## src/rtl/decode_scan_ctrl.sv

```systemverilog
//==============================================================================
// Module      : decode_scan_ctrl
// Description : Steps the 3-to-8 decoder select code (A,B,C) through 0..7 or
//               7..0 with a programmable dwell per code; single pass or loop.
//               Optional build macro SCAN_SKIP_EN adds a per-code skip mask.
// Revision    : 1.0 - initial release
//==============================================================================
`timescale 1ns/1ps
`default_nettype none

module decode_scan_ctrl #(
    parameter int DWELL_W = 8
) (
    input  logic               clk,
    input  logic               rst_n,
    input  logic               start,
    input  logic               stop,
    input  logic               dir,
    input  logic               loop,
    input  logic [DWELL_W-1:0] dwell,
`ifdef SCAN_SKIP_EN
    input  logic [7:0]         skip_mask,
`endif
    output logic               A,
    output logic               B,
    output logic               C,
    output logic               valid,
    output logic               busy,
    output logic               done,
    output logic               wrap
);

    typedef enum logic [1:0] {
        S_IDLE = 2'd0,
        S_HOLD = 2'd1,
        S_DONE = 2'd2
    } state_t;

    localparam logic [DWELL_W-1:0] c_DWELL_ZERO = '0;
    localparam logic [DWELL_W-1:0] c_DWELL_ONE  = DWELL_W'(1);

    state_t             r_state;
    state_t             w_nxt_state;
    logic [2:0]         r_code;
    logic [2:0]         w_nxt_code;
    logic [DWELL_W-1:0] r_cnt;
    logic [DWELL_W-1:0] w_nxt_cnt;
    logic [DWELL_W-1:0] r_dwell_m1;
    logic [DWELL_W-1:0] w_nxt_dwell_m1;
    logic               r_dir;
    logic               w_nxt_dir;
    logic               r_loop;
    logic               w_nxt_loop;
    logic               r_valid;
    logic               r_busy;
    logic               r_done;
    logic               w_nxt_done;
    logic               r_wrap;
    logic               w_nxt_wrap;

    logic [7:0]         w_mask_in;
    logic [7:0]         w_scan_mask;
    logic               w_accept;
    logic [3:0]         w_first_new;
    logic [3:0]         w_first_lat;
    logic [3:0]         w_next;

    // Returns {found, code}: nearest unmasked code from base in the scan
    // direction, including base itself when incl is set. No wrap-around.
    function automatic logic [3:0] scan_from(
        input logic [7:0] mask,
        input logic [2:0] base,
        input logic       down,
        input logic       incl
    );
        logic       found;
        logic [2:0] hit;
        int         pos;
        found = 1'b0;
        hit   = 3'd0;
        for (int i = 0; i < 8; i++) begin
            pos = down ? (int'(base) - i) : (int'(base) + i);
            if (!incl) begin
                pos = down ? (pos - 1) : (pos + 1);
            end
            if (!found && (pos >= 0) && (pos <= 7) && !mask[pos[2:0]]) begin
                found = 1'b1;
                hit   = pos[2:0];
            end
        end
        return {found, hit};
    endfunction

    assign w_accept = (r_state == S_IDLE) && start && !stop;

`ifdef SCAN_SKIP_EN
    logic [7:0] r_mask;

    always_ff @(posedge clk or negedge rst_n) begin
        if (!rst_n) begin
            r_mask <= 8'h00;
        end else if (w_accept) begin
            r_mask <= skip_mask;
        end
    end

    assign w_mask_in   = skip_mask;
    assign w_scan_mask = r_mask;
`else
    assign w_mask_in   = 8'h00;
    assign w_scan_mask = 8'h00;
`endif

    assign w_first_new = scan_from(w_mask_in,   dir   ? 3'd7 : 3'd0, dir,   1'b1);
    assign w_first_lat = scan_from(w_scan_mask, r_dir ? 3'd7 : 3'd0, r_dir, 1'b1);
    assign w_next      = scan_from(w_scan_mask, r_code,              r_dir, 1'b0);

    always_ff @(posedge clk or negedge rst_n) begin
        if (!rst_n) begin
            r_state    <= S_IDLE;
            r_code     <= 3'd0;
            r_cnt      <= c_DWELL_ZERO;
            r_dwell_m1 <= c_DWELL_ZERO;
            r_dir      <= 1'b0;
            r_loop     <= 1'b0;
            r_valid    <= 1'b0;
            r_busy     <= 1'b0;
            r_done     <= 1'b0;
            r_wrap     <= 1'b0;
        end else begin
            r_state    <= w_nxt_state;
            r_code     <= w_nxt_code;
            r_cnt      <= w_nxt_cnt;
            r_dwell_m1 <= w_nxt_dwell_m1;
            r_dir      <= w_nxt_dir;
            r_loop     <= w_nxt_loop;
            r_valid    <= (w_nxt_state == S_HOLD);
            r_busy     <= (w_nxt_state == S_HOLD);
            r_done     <= w_nxt_done;
            r_wrap     <= w_nxt_wrap;
        end
    end

    always_comb begin
        w_nxt_state    = r_state;
        w_nxt_code     = r_code;
        w_nxt_cnt      = r_cnt;
        w_nxt_dwell_m1 = r_dwell_m1;
        w_nxt_dir      = r_dir;
        w_nxt_loop     = r_loop;
        w_nxt_done     = 1'b0;
        w_nxt_wrap     = 1'b0;

        case (r_state)
            S_IDLE: begin
                w_nxt_code = 3'd0;
                w_nxt_cnt  = c_DWELL_ZERO;
                if (w_accept) begin
                    w_nxt_dir      = dir;
                    w_nxt_loop     = loop;
                    // A zero dwell behaves as a one-cycle dwell.
                    w_nxt_dwell_m1 = (dwell == c_DWELL_ZERO) ? c_DWELL_ZERO
                                                             : (dwell - c_DWELL_ONE);
                    if (w_first_new[3]) begin
                        w_nxt_state = S_HOLD;
                        w_nxt_code  = w_first_new[2:0];
                    end else begin
                        w_nxt_state = S_DONE;
                        w_nxt_done  = 1'b1;
                    end
                end
            end

            S_HOLD: begin
                if (stop) begin
                    w_nxt_state = S_IDLE;
                    w_nxt_code  = 3'd0;
                    w_nxt_cnt   = c_DWELL_ZERO;
                end else if (r_cnt == r_dwell_m1) begin
                    w_nxt_cnt = c_DWELL_ZERO;
                    if (w_next[3]) begin
                        w_nxt_code = w_next[2:0];
                    end else if (r_loop) begin
                        w_nxt_code = w_first_lat[2:0];
                        w_nxt_wrap = 1'b1;
                    end else begin
                        w_nxt_state = S_DONE;
                        w_nxt_code  = 3'd0;
                        w_nxt_done  = 1'b1;
                    end
                end else begin
                    w_nxt_cnt = r_cnt + c_DWELL_ONE;
                end
            end

            S_DONE: begin
                w_nxt_state = S_IDLE;
                w_nxt_code  = 3'd0;
                w_nxt_cnt   = c_DWELL_ZERO;
            end

            default: begin
                w_nxt_state = S_IDLE;
                w_nxt_code  = 3'd0;
                w_nxt_cnt   = c_DWELL_ZERO;
            end
        endcase
    end

    // The code register is cleared whenever no scan is active.
    assign A     = r_code[2];
    assign B     = r_code[1];
    assign C     = r_code[0];
    assign valid = r_valid;
    assign busy  = r_busy;
    assign done  = r_done;
    assign wrap  = r_wrap;

endmodule

`default_nettype wire

```

## config.mk

```make
export PLATFORM = sky130hd
export DESIGN_NAME = decode_scan_ctrl
export DESIGN_NICKNAME = d
export VERILOG_FILES = /design/src/rtl/decode_scan_ctrl.sv
export SDC_FILE = /design/constraint.sdc
export NUM_CORES = 1
export LEC_CHECK = 0
export BUFFER_PORTS_ARGS = -buffer_cell sky130_fd_sc_hd__buf_2
export CAP_MARGIN = 10
export CORE_MARGIN = 2
export CORE_UTILIZATION = 30
export DETAILED_ROUTE_END_ITERATION = 16
export PLACE_DENSITY = 0.52
export RECOVER_POWER = 100
export SYNTH_ARGS = -nofsm -noshare
export SYNTH_HDL_FRONTEND = slang
export SYNTH_SLANG_ARGS = --single-unit
```

## constraint.sdc

```tcl
create_clock -name clk -period 6.21 [get_ports clk]
set_clock_uncertainty 0.15 [all_clocks]
set_input_delay 0.3105 -clock clk [delete_from_list [all_inputs] [get_ports clk]]
set_output_delay 0.3105 -clock clk [all_outputs]
set_load 0.005 [all_outputs]
```

## Word level (Yosys, flattened, before mapping)

Memory sizes are Yosys's and may differ from the RTL's.
Cells that the tools add are included.

| word-level totals | value |
|---|---|
| word-level logic and storage cells | 418 |
| bits in read-only memories | 192 |
| memory bits (writable) | 0 |
| latch bits | 0 |
| memories | 24 |
| input port bits | 14 |
| output and inout bits | 7 |
| flip-flop bits (word level) | 26 |

| cells by class | value |
|---|---|
| equality and inequality tests | 4 |
| div/mod/pow operators | 0 |
| multiply operators | 0 |
| add/subtract/negate cells | 58 |
| reductions and logical operators | 120 |
| multiplexer cells | 131 |
| magnitude comparators | 72 |
| bitwise operators | 0 |
| shift operators | 0 |

Memory list:

| memory | depth | width | read ports | clocked after memory_dff | wr ports | line | RTL |
|---|---|---|---|---|---|---|---|
| (name not given) | 8 | 1 | 1 | 0 | 0 | 86 | `if (!found && (pos >= 0) && (pos <= 7) && !mask[pos[2:0]]) begin` |
| (name not given) | 8 | 1 | 1 | 0 | 0 | 86 |  |
| (name not given) | 8 | 1 | 1 | 0 | 0 | 86 |  |
| (name not given) | 8 | 1 | 1 | 0 | 0 | 86 |  |
| (name not given) | 8 | 1 | 1 | 0 | 0 | 86 |  |
| (name not given) | 8 | 1 | 1 | 0 | 0 | 86 |  |
| 18 more memories | - | - | - | - | - | - |  |

Operator list:

| cell | count |
|---|---|
| 2-to-1 mux 32 bit | 28 |
| >= comparator 32 x 1 -> 1 bit, second input constant | 22 |
| less-or-equal comparator 32 x 4 -> 1 bit, second input constant | 22 |
| adder 32 x 2 -> 32 bit, second input constant | 7 |
| subtractor 32 x 2 -> 32 bit, second input constant | 7 |
| < comparator 3 x 4 -> 1 bit, second input constant | 24 |
| 2-to-1 mux 3 bit | 32 |
| logical AND 1 bit | 71 |
| 2-to-1 mux 1 bit | 58 |
| adder 3 x 3 -> 4 bit, second input constant | 12 |
| subtractor 3 x 3 -> 4 bit, second input constant | 12 |
| zero test 1 bit | 46 |
| 2-to-1 mux 8 bit | 4 |
| adder 3 x 2 -> 4 bit, second input constant | 6 |
| subtractor 3 x 2 -> 4 bit, second input constant | 6 |
| adder 3 x 1 -> 4 bit, second input constant | 3 |
| 2-to-1 mux 2 bit | 6 |
| subtractor 3 x 1 -> 4 bit, second input constant | 3 |
| adder 8 x 1 -> 8 bit, second input constant | 1 |
| == test 8 bit | 1 |
| zero test 8 bit | 1 |
| subtractor 8 x 1 -> 8 bit, second input constant | 1 |
| >= comparator 3 x 1 -> 1 bit, second input constant | 2 |
| less-or-equal comparator 3 bit, second input constant | 2 |
| other kinds (7) | 8 |

## Longest topological paths before layout

| logic depth | value |
|---|---|
| word-level depth | 47 |
| mapped depth | 22 |

## Worst setup path after synthesis

Ideal clock, no wire load.

| path | value |
|---|---|
| path type | reg-to-reg |
| start point | register r_code[1] |
| end point | register r_code[0] |
| slack | 1,017 ps |
| data arrival time | 4,916 ps |
| setup time | 126 ps |
| cell stages (with the launch flop) | 21 |
| period minus slack after synthesis | 5,193 ps |
| path through | dfrtp_1 > ha_1 > buf_2 > inv_1 > nor2_1 > a21oi_1 > ha_1 > nor2b_1 > o31a_1 > ha_1 > nand2b_1 > ha_1 > or4_4 > nor3_2 > a21oi_1 > or4_1 > buf_2 > o2111a_1 > a31oi_1 > nand3_1 > a221o_1 |

| between the ends | value |
|---|---|
| cells in the longest elaborated chain, start to end | 46 |
| elaborated cells on any way between the ends | 132 |

Ends and longest elaborated chain:

| element | line | RTL |
|---|---|---|
| start, declared | 44 | `logic [2:0] r_code;` |
| start signal, assigned | 132 | `r_code <= w_nxt_code;` |
| branches (longest 42 deep; another with adder 32 x 2 -> 32 bit) | - |  |
| 2-to-1 mux 3 bit * | 181 | `if (w_next[3]) begin` |
| 2-to-1 mux 3 bit * | 179 | `end else if (r_cnt == r_dwell_m1) begin` |
| 2-to-1 mux 3 bit * | 175 | `if (stop) begin` |
| case mux 3 bit (2 select lines) * | 154 | `case (r_state)` |

Mark *: on every way between the ends. The select of a mux whose other input is x is not followed.
A chain may end at the register's enable or synchronous reset.

## Worst setup path after layout

| path | value |
|---|---|
| start point | register r_dir |
| end point | register r_code[1] |

| between the ends | value |
|---|---|
| cells in the longest elaborated chain, start to end | 46 |
| elaborated cells on any way between the ends | 226 |

Ends and longest elaborated chain:

| element | line | RTL |
|---|---|---|
| start, declared | 50 | `logic r_dir;` |
| start signal, assigned | 135 | `r_dir <= w_nxt_dir;` |
| branches (longest 42 deep; another with adder 32 x 2 -> 32 bit) | - |  |
| 2-to-1 mux 3 bit * | 181 |  |
| 2-to-1 mux 3 bit * | 179 |  |
| 2-to-1 mux 3 bit * | 175 |  |
| case mux 3 bit (2 select lines) * | 154 |  |

Marked as above.

==> results.txt <==
----------------------------------------------------
[Outcome]
  Outcome ... finished, final reports clean

[Finish]
  Most common cell after layout, fill and taps aside ... ha_1
  Number of antenna diodes ... 0
  Synth-to-layout area growth ... 7.66%
  Fraction of layout instances using a drive strength above 1 ... about 8.6%
  Nets@finish ... around 670
  Commonest cells after routing, fill and taps aside ... 95 x ha_1, 38 x nor2_1, 34 x nand2_1, 33 x a21oi_1, 32 x nand2b_1
  Area of all placed cells without fillers ... between 4000 and 5000 um2

[Synthesis]
  Async set-reset flop share out of synthesis ... 100%
  EDFF count, synth ... 0
  Avg Inst Size Synth ... 8.22 um2
  Synthesis warning total ... 0
  Mapped Area ... 4520 um2
  Leading register cell type out of synthesis ... dfrtp_1
  Sequential share of the synthesized area ... 14.4%
  Area share of the largest cell type after synthesis ... about a quarter
  Leading cell types by total area after synthesis ... ha_1 26%, dfrtp_1 14%, xnor2_1 4.5%
  Post-synth top area cell ... ha_1
  Post-synthesis cell type count ... 65
  Number of standard cells after synthesis ... 550
  Total of flip-flops plus latches after synthesis ... 26
  Synthesized netlist net count ... approximately 660

[Clock network]
  Clock latency on the worst-skew pair ... between 0.2 and 0.3 ns
  Total of hold buffers inserted after clock tree synthesis ... 1
  Post-CTS resize count ... 0
  Clk sinks ... 26
  Clock root cell ... clkbuf_16
  Cts bufs inserted ... 3
  TritonCTS clock tree ... built
  H-tree levels ... 1
  Buffer levels on the longest clock path ... 2
  Clock-pin slew on the worst setup and hold paths ... 0.06 ns
  Setup fix buffers added after clock tree synthesis ... 0

[Detailed routing]
  Wire length reported by the detailed router ... approximately 10000 um
  DR vias ... roughly 4000
  Router iterations before antenna repair ... 5
  Per-cell via count in the routed design ... between 5 and 6
  # DRC ... 0
  Count of antenna-violating nets left after detailed routing ... 0
  Iter 0 DRT Violations ... around 180
  Avg WL per Cell ... between 10 and 15 um

[Timing]
  Final count of hold timing violations ... 0
  Final worst-path cycle share ... 86.9%
  Slew HR ... 6.83%
  Fmax ... 185 MHz
  Slack of the critical path ... 0.810 ns
  Final TNS setup ... 0 ns
  Number of slew-limit violations in the final report ... 0
  Transition time of the tightest slew-check pin ... between 1 and 1.5 ns
  Final setup violation count ... 0
  Post-layout min period ... around 5.4 ns
  Setup repair after global routing missed its margin ... false

[Critical path]
  Required arrival time at the worst endpoint ... 6.25 ns
  Largest stage delay on the critical path ... around 0.80 ns
  Worst setup SP type ... flip-flop
  Most numerous cell on the critical path ... ha_1
  Arrival time reported for the critical path endpoint ... ~5.4 ns
  Critical-path top delay cell ... dfrtp_2
  Worst Path Class, Setup ... flip-flop to flip-flop
  Critical Path, Cell by Cell ... clkbuf_2, nor2b_1, a21oi_1, xnor2_1, ha_1, nand2b_1, a21oi_1, nor2_1, ha_1, nand2b_1, ha_1, nor4_1, nand4_1, and4b_1, a211oi_2, nand3_1, or3_1, o311ai_0, o2bb2ai_1
  Critical Path Fanout Max ... 38
  Worst setup EP type ... flip-flop

[Place]
  Final HPWL from detailed placement ... 8110 um
  Number of port buffers ... 20
  Area of placed instances ... 4790 um2
  Placement-stage worst setup slack ... 0.907 ns
  Global placer's final weighted congestion ... ~0.85

[GRT]
  Met1 layer usage reported by global route ... 18.2%
  Antenna violations before repair ... 0
  Busiest layer in global routing ... met2
  Total grt overflow ... 0
  Via count of the first global-routing pass ... 3832
  Met2 Resource Use GR ... 22.2%
  Tot GR Track Use ... about an eighth
  First-pass GRT wire length ... 18100 um
  Met3 routing resource usage after global routing ... 1.52%
  Maximum number of pins on one net before global-route repair ... 39

[Floorplanning]
  Count of boundary I/O pins ... 21
  Effective utilization at floorplan ... 30.9%
  Width of the die ... 127 um
  Total die area ... 16100 um2
  Row count ... 44
  Overall die height ... roughly 130 um
  Core box area ... 14600 um2

[Flow run]
  Max-cap violation count ... 0

[Power and ir drop]
  Leakage component of the power ... 2.42 nW
  Total power after layout ... 1.00 mW
  Worst-case vdd ir drop ... 133 uV
  Power density relative to cell area ... around 200 nW/um2

[Worst hold path]
  Worst Hold Class ... primary input to flip-flop

----------------------------------------------------
==> layout make-up <==
| cell class | instances | area (um2) |
|---|---|---|
| clock buffers | 4 | 88.8 |
| multi-input cells | 482 | 3680 |
| flip-flops and latches | 26 | 652 |
| repair buffers | 28 | 158 |
| inverters | 17 | 63.8 |
| fillers | 1552 | 9770 |
| well taps | 184 | 230 |
==> worst paths after layout <==
kind | from | end | slack (ns) | cells after the start
worst min register to register | r_dwell_m1[3]$_DFFE_PN0P_ | r_dwell_m1[3]$_DFFE_PN0P_ | 0.35 | 2
worst max-delay path | r_dir$_DFFE_PN0P_ | r_code[1]$_DFFE_PN0P_ | 0.81 | 19
worst min-delay path | loop | r_loop$_DFFE_PN0P_ | 0.14 | 2
min in group asynchronous | rst_n | r_cnt[4]$_DFF_PN0_ | 0.75 | 2
max in group asynchronous | rst_n | r_dir$_DFFE_PN0P_ | 4.23 | 2
worst max register to register | r_dir$_DFFE_PN0P_ | r_code[1]$_DFFE_PN0P_ | 0.81 | 19
==> sequential cells by signal, summed over array words and instances (netlist names) <==
signal	count
r_state	2
r_dwell_m1	8
wrap	1
r_loop	1
done	1
r_dir	1
busy	1
r_cnt	8
r_code	3
==> where the power goes <==
group / switching, mW / internal, mW
sequential: 0.0314 / 0.187
combinational: 0.368 / 0.265
clock: 0.0540 / 0.0984
==> logic make-up after synthesis <==
kind of cell	count (synthesis)	share of synthesized area (%)
and+or+nand+nor	218	26.6
AOI/OAI and AO/OA	123	18.5
adders and majority gates	99	28.0
buffers and inverters	42	4.01
xor gates and xnor gates	34	6.58
DFF	26	14.4
muxes	8	1.88
==> synth_stat cells (5+ instances only) <==
library cell and n:
nor3_1 12, and2_1 6, xor2_1 11, and3_1 5, o31a_1 8, nand2b_1 32
nand3_1 16, or2_2 6, nand2_1 34, nor2b_1 9, a21oi_1 33, xnor2_1 23
o21ai_0 29, ha_1 95, nor2_1 38, clkbuf_1 11, dfrtp_1 26, a21o_1 11
nand4_1 12, inv_1 17, buf_2 7, a31oi_1 5, nor4_1 25
==> routing by layer <==
layer,wire [um],vias to the layer above,part of all wire [%]
met2,4790,68,46
met1,5110,1848,50
met3,311,8,3.0
met5,0,-,0
met4,101,0,0.98
li1,-,2042,-
==> through the flow <==
step	instances	util (%)	hold slack, ns
finish	741	33.3	0.138
global route	741	33.3	0.148
CTS	741	33.4	0.132
detailed placement	736	32.7	0.195
global placement	736	32.7	0.195
floorplan	550	-	-0.135
==> critical path, delay by kind of cell (launching register included) <==
kind	cells	cell delay [ns]
AOI/OAI and AO/OA	5	1.21
xor gates and xnor gates	1	0.17
DFF	1	0.80
buffers and inverters	1	0.60
and+or+nand+nor	9	1.63
adders and majority gates	3	0.77
Power figures use the tool's default switching activity.
